`config.mk`:
```
export PLATFORM = sky130hd
export DESIGN_NAME = conv2_sram_packer
export DESIGN_NICKNAME = d
export VERILOG_FILES = /design/src/rtl/conv2_sram_packer.sv
export SDC_FILE = /design/constraint.sdc
export NUM_CORES = 1
export LEC_CHECK = 0
export ABC_CLOCK_PERIOD_IN_PS = 7000
export CAP_MARGIN = 20
export CORE_UTILIZATION = 40
export DETAILED_ROUTE_END_ITERATION = 8
export SYNTH_ARGS = -nofsm -noshare
export SYNTH_HDL_FRONTEND = slang
export SYNTH_SLANG_ARGS = --single-unit
export TNS_END_PERCENT = 30
```
`constraint.sdc`:
```
create_clock -name clk -period 7 [get_ports clk]
set_clock_uncertainty 0.1 [all_clocks]
set_input_delay 0.7 -clock clk [delete_from_list [all_inputs] [get_ports clk]]
set_output_delay 0.7 -clock clk [all_outputs]
set_load 0.02 [all_outputs]
```
`src/rtl/conv2_sram_packer.sv`:
```
// Packs BW-bit conv-stage samples into DW-bit SRAM words and writes one DP-word frame,
// then holds the frame (frame_done) until the conv2 read side acknowledges it.
`timescale 1ns/1ps

module conv2_sram_packer #(
   parameter int unsigned DW = 96,
   parameter int unsigned BW = 8,
   parameter int unsigned DP = 16,
   parameter int unsigned AW = 10
) (
   input  logic          clk,
   input  logic          rst,
   input  logic          start,
   input  logic          in_valid,
   input  logic [BW-1:0] in_data,
   output logic          in_ready,
   output logic          sram_cs,
   output logic          sram_we,
   output logic          sram_wem,
   output logic [AW-1:0] sram_addr,
   output logic [DW-1:0] sram_din,
   output logic          frame_done,
   input  logic          frame_ack
);

   localparam int unsigned L  = DW / BW;
   localparam int unsigned LW = (L > 1) ? $clog2(L) : 1;
   localparam int unsigned WW = (DP > 1) ? $clog2(DP) : 1;
   localparam logic [LW-1:0] LANE_LAST = LW'(L - 1);
   localparam logic [WW-1:0] WORD_LAST = WW'(DP - 1);

   typedef enum logic [1:0] {
      IDLE  = 2'd0,
      FILL  = 2'd1,
      FLUSH = 2'd2,
      DONE  = 2'd3
   } state_e;

   state_e        state_q, state_d;
   logic [LW-1:0] lane_q,  lane_d;
   logic [WW-1:0] word_q,  word_d;
   logic [DW-1:0] pack_q,  pack_d;
   logic [DW-1:0] din_q,   din_d;
   logic [AW-1:0] addr_q,  addr_d;
   logic          wr_q,    wr_d;
   logic          accept;

   assign accept = in_valid && (state_q == FILL);

   // The completed word is copied into din_q, so pack_q is free to take lane 0 of the
   // next word in the very cycle the write pulse is on the SRAM pins.
   always_comb begin
      // NOTE: every variable gets a default first, so no path leaves one unassigned (no latch).
      state_d = state_q;
      lane_d  = lane_q;
      word_d  = word_q;
      pack_d  = pack_q;
      din_d   = din_q;
      addr_d  = addr_q;
      wr_d    = 1'b0;

      unique case (state_q)
         IDLE: begin
            if (start) begin
               state_d = FILL;
               lane_d  = '0;
               word_d  = '0;
            end
         end
         FILL: begin
            if (accept) begin
               pack_d[lane_q*BW +: BW] = in_data;
               if (lane_q == LANE_LAST) begin
                  lane_d = '0;
                  wr_d   = 1'b1;
                  din_d  = pack_d;
                  addr_d = AW'(word_q);
                  if (word_q == WORD_LAST) begin
                     state_d = FLUSH;
                     word_d  = '0;
                  end else begin
                     word_d = word_q + WW'(1);
                  end
               end else begin
                  lane_d = lane_q + LW'(1);
               end
            end
         end
         FLUSH: state_d = DONE;
         DONE: begin
            if (frame_ack) state_d = IDLE;
         end
         default: state_d = IDLE;
      endcase
   end

   // NOTE: sequential state uses non-blocking assignments only, so every register samples
   // the pre-edge value of every other register.
   always_ff @(posedge clk or posedge rst) begin
      if (rst) begin
         state_q <= IDLE;
         lane_q  <= '0;
         word_q  <= '0;
         // NOTE: pack_q is reset so an abandoned partial word never survives a reset;
         // functionally every lane is rewritten before a word is issued.
         pack_q  <= '0;
         din_q   <= '0;
         addr_q  <= '0;
         wr_q    <= 1'b0;
      end else begin
         state_q <= state_d;
         lane_q  <= lane_d;
         word_q  <= word_d;
         pack_q  <= pack_d;
         din_q   <= din_d;
         addr_q  <= addr_d;
         wr_q    <= wr_d;
      end
   end

   assign in_ready   = (state_q == FILL);
   assign frame_done = (state_q == DONE);
   assign sram_cs    = wr_q;
   assign sram_we    = wr_q;
   assign sram_wem   = wr_q;
   assign sram_addr  = addr_q;
   assign sram_din   = din_q;

endmodule
```
==> flow_summary.ini <==
[detailed_routing]
drc_errors = 0
first_iter_violations = 427
routedWlPerCell_um = 17.5
dr.pass1.iters = 4
avgViaCountPerCell = 5.18
routed_wl_um = 23400
ant_nets = 0
vias = 6947

[clock_network]
cts_root_buffer = clkbuf_16
htree_levels = 1
post-cts-setup-buffer-count = 0
cts_tree = yes
ctsLongestPathBuffers = 3
clk_pin_slew_ns = 0.06
cts_buffers = 23
insertion_delay_ns = 0.51
ctsHoldBuffers = 0
clock-sinks = 207
cts_resized = 0

[cells_and_area]
final_util_pct = 49.7
drive_gt1_share_pct = 11.3
final_common_cell = dfrtp_1
syn2layout_area_growth_pct = 20.9
fin_nets = 1030
fin_cells = 1340
final_cell_mix = dfrtp_1 (207), nand2_1 (150), clkdlybuf4s50_1 (117)
stdcell_area_sq_um = 11800
diodes = 0
fillers = 2232
multi_input_area_sq_um = 4150
register_area_sq_um = 5180

[critical_path]
crit_arrival_ns = 3.68
r2r_start = lane_q[1]
start_kind = flip-flop
cp.required_ns = 7.29
r2r_setup_slack_ns = 3.61
cp_cell_sequence = inv_1, ha_1, nand2b_1, or4_1, mux2_4
path_max_fanout = 23
critPathMaxStageDelay_ns = 0.90
r2r_cells = 5
setup.worst_path.end_class = flip-flop
rr_endpoint = pack_q[53]
critical_path_class = reg -> reg
cp_slowest_cell = or4_1

[timing]
worstMarginPinSlew_ns = 1.09
final_hold_viol_count = 0
fmax_mhz = 295
fin_crit_sh_pct = 48.4
fin_tns_setup_ns = 0
setup_slack_ns = 3.61
slew_headroom_pct = 27.1
setup_violations = 0
whs_ns = 0.374
min_period_ns = 3.39
drv_slew = 0
rsz0062_at_grt = no

[grt]
grt_pass1_vias = 6686
grt_pass1_wl_um = 37600
grt_use_total_pct = 19.5
overflow = 0
grt_max_degree = 119
grt_antenna_before_repair = 0

[run_status]
outcome = completed

[power_and_ir_drop]
peakVddDrop_mv = 0.155
leakage_nw = 5.26
power_mw = 4.58
power_density_nw_per_um2 = 389

[synth]
ys_warn_count = 0
yosysUniqueCellTypes = 57
syn-cell-area_sq_um = 9720
synth-edff-count = 0
postSynthAreaPerCell_sq_um = 10.5
ys_seq_area_share_pct = 53.3
synthesis.instances = 924
synth-async-reset-ratio_pct = 100
synth_top_flop_cell = dfrtp_1
synth.ff_latch_count = 207

[hold_path]
whs_path_depth = 2
hold-path-endpoint = sram_din[24]
min_from = sram_din[24]
holdCritPathClass = reg -> reg

[place]
port_buffers = 117
place_area_sq_um = 11000
dp_hpwl_um = 15800
pre_cts_ws_ns = 3.53
dp.cells = 1298
routabilityCongestion = 0.805

[floorplanning]
die_h_um = 158
pin_count = 124
coreArea_sq_um = 23700
die_x_um = 158
num_rows = 56
initial_core_util_pct = 41.1
dieArea_sq_um = 24900

[run]
maxCapViolCount = 0
## registers in the layout, indices dropped and copies added (netlist names)
name and flops:
word_q 4, sram_cs 1, sram_addr 4, lane_q 4, state_q 2, pack_q 96, sram_din 96
## cells by family (layout without fill, tap and decap cells)
| family | Yosys count | in the layout | share of synthesized area, % |
|---|---|---|---|
| AO/OA/AOI/OAI | 178 | 178 | 11.2 |
| XOR/XNOR | 3 | 3 | 0.348 |
| adder cells (fa/ha/maj) | 10 | 10 | 1.29 |
| buffers and inverters | 89 | 181 | 4.31 |
| flip-flops | 207 | 207 | 53.3 |
| multiplexers | 125 | 125 | 14.2 |
| other | 1 | 6 | 0.0386 |
| AND/OR/NAND/NOR | 311 | 311 | 15.3 |
## worst max path at each step
stage / to / slack (ns) / startpoint / depth (start not counted)
floorplan: lane_q[0] / 0.55 / rst / 1
global placement: sram_din[81] / 3.61 / in_valid / 7
detailed placement: sram_din[0] / 3.53 / in_valid / 7
CTS: pack_q[53] / 3.64 / lane_q[1] / 5
global route: sram_din[18] / 3.29 / lane_q[1] / 6
finish: pack_q[53] / 3.61 / lane_q[1] / 5
## cell type report
cell class,count,share of cell area [%]
Sequential cell,207,44.1
Clock inverter,6,0.489
Clock buffer,33,5.38
Inverter,14,0.511
Timing Repair Buffer,128,10.9
Multi-Input combinational cell,633,35.3
Tap cell,319,3.39
## report_power, final
| part | internal (mW) | total, mW | switching, mW |
|---|---|---|---|
| combinational | 0.666 | 1.67 | 1.01 |
| sequential | 1.55 | 1.77 | 0.223 |
| clock | 0.662 | 1.13 | 0.466 |
## critical path: cells and delay by family, from the launching register on
kind	cells	cell delay (ns)
simple gates	2	1.37
fa+ha+maj	1	0.67
buf+inv	1	0.12
mux	1	0.41
flops	1	0.60
## Yosys cell counts, types with 9 or more instances
cell       count  area, sq um
mux2i_1       66          661
mux2_2        35          394
and2_1        12         75.1
o21ai_1       13         65.1
buf_4         10         75.1
clkbuf_1      36          135
nand4_1       11         68.8
inv_1         13         48.8
nand2b_1      15         93.8
a31oi_1       16          100
nand2_1      150          563
dfrtp_1      207         5180
nand3_1       35          175
buf_2         20          100
a21oi_1       19         95.1
and3_1        10         62.6
o21ai_0       86          430
nor2b_1        9         56.3
o2111ai_1     10         87.6
mux2_4        16          240
ha_1          10          125
nor2_1        40          150
## per-layer routing
layer  global-route usage (%)  wire length [um]  vias up
met2                     29.7             10200      175
li1                         -                 -     3377
met5                        0                 0        -
met3                     2.35               903       43
met1                     28.9             11700     3352
met4                     5.83               639        0
Power figures use the tool's default switching activity.
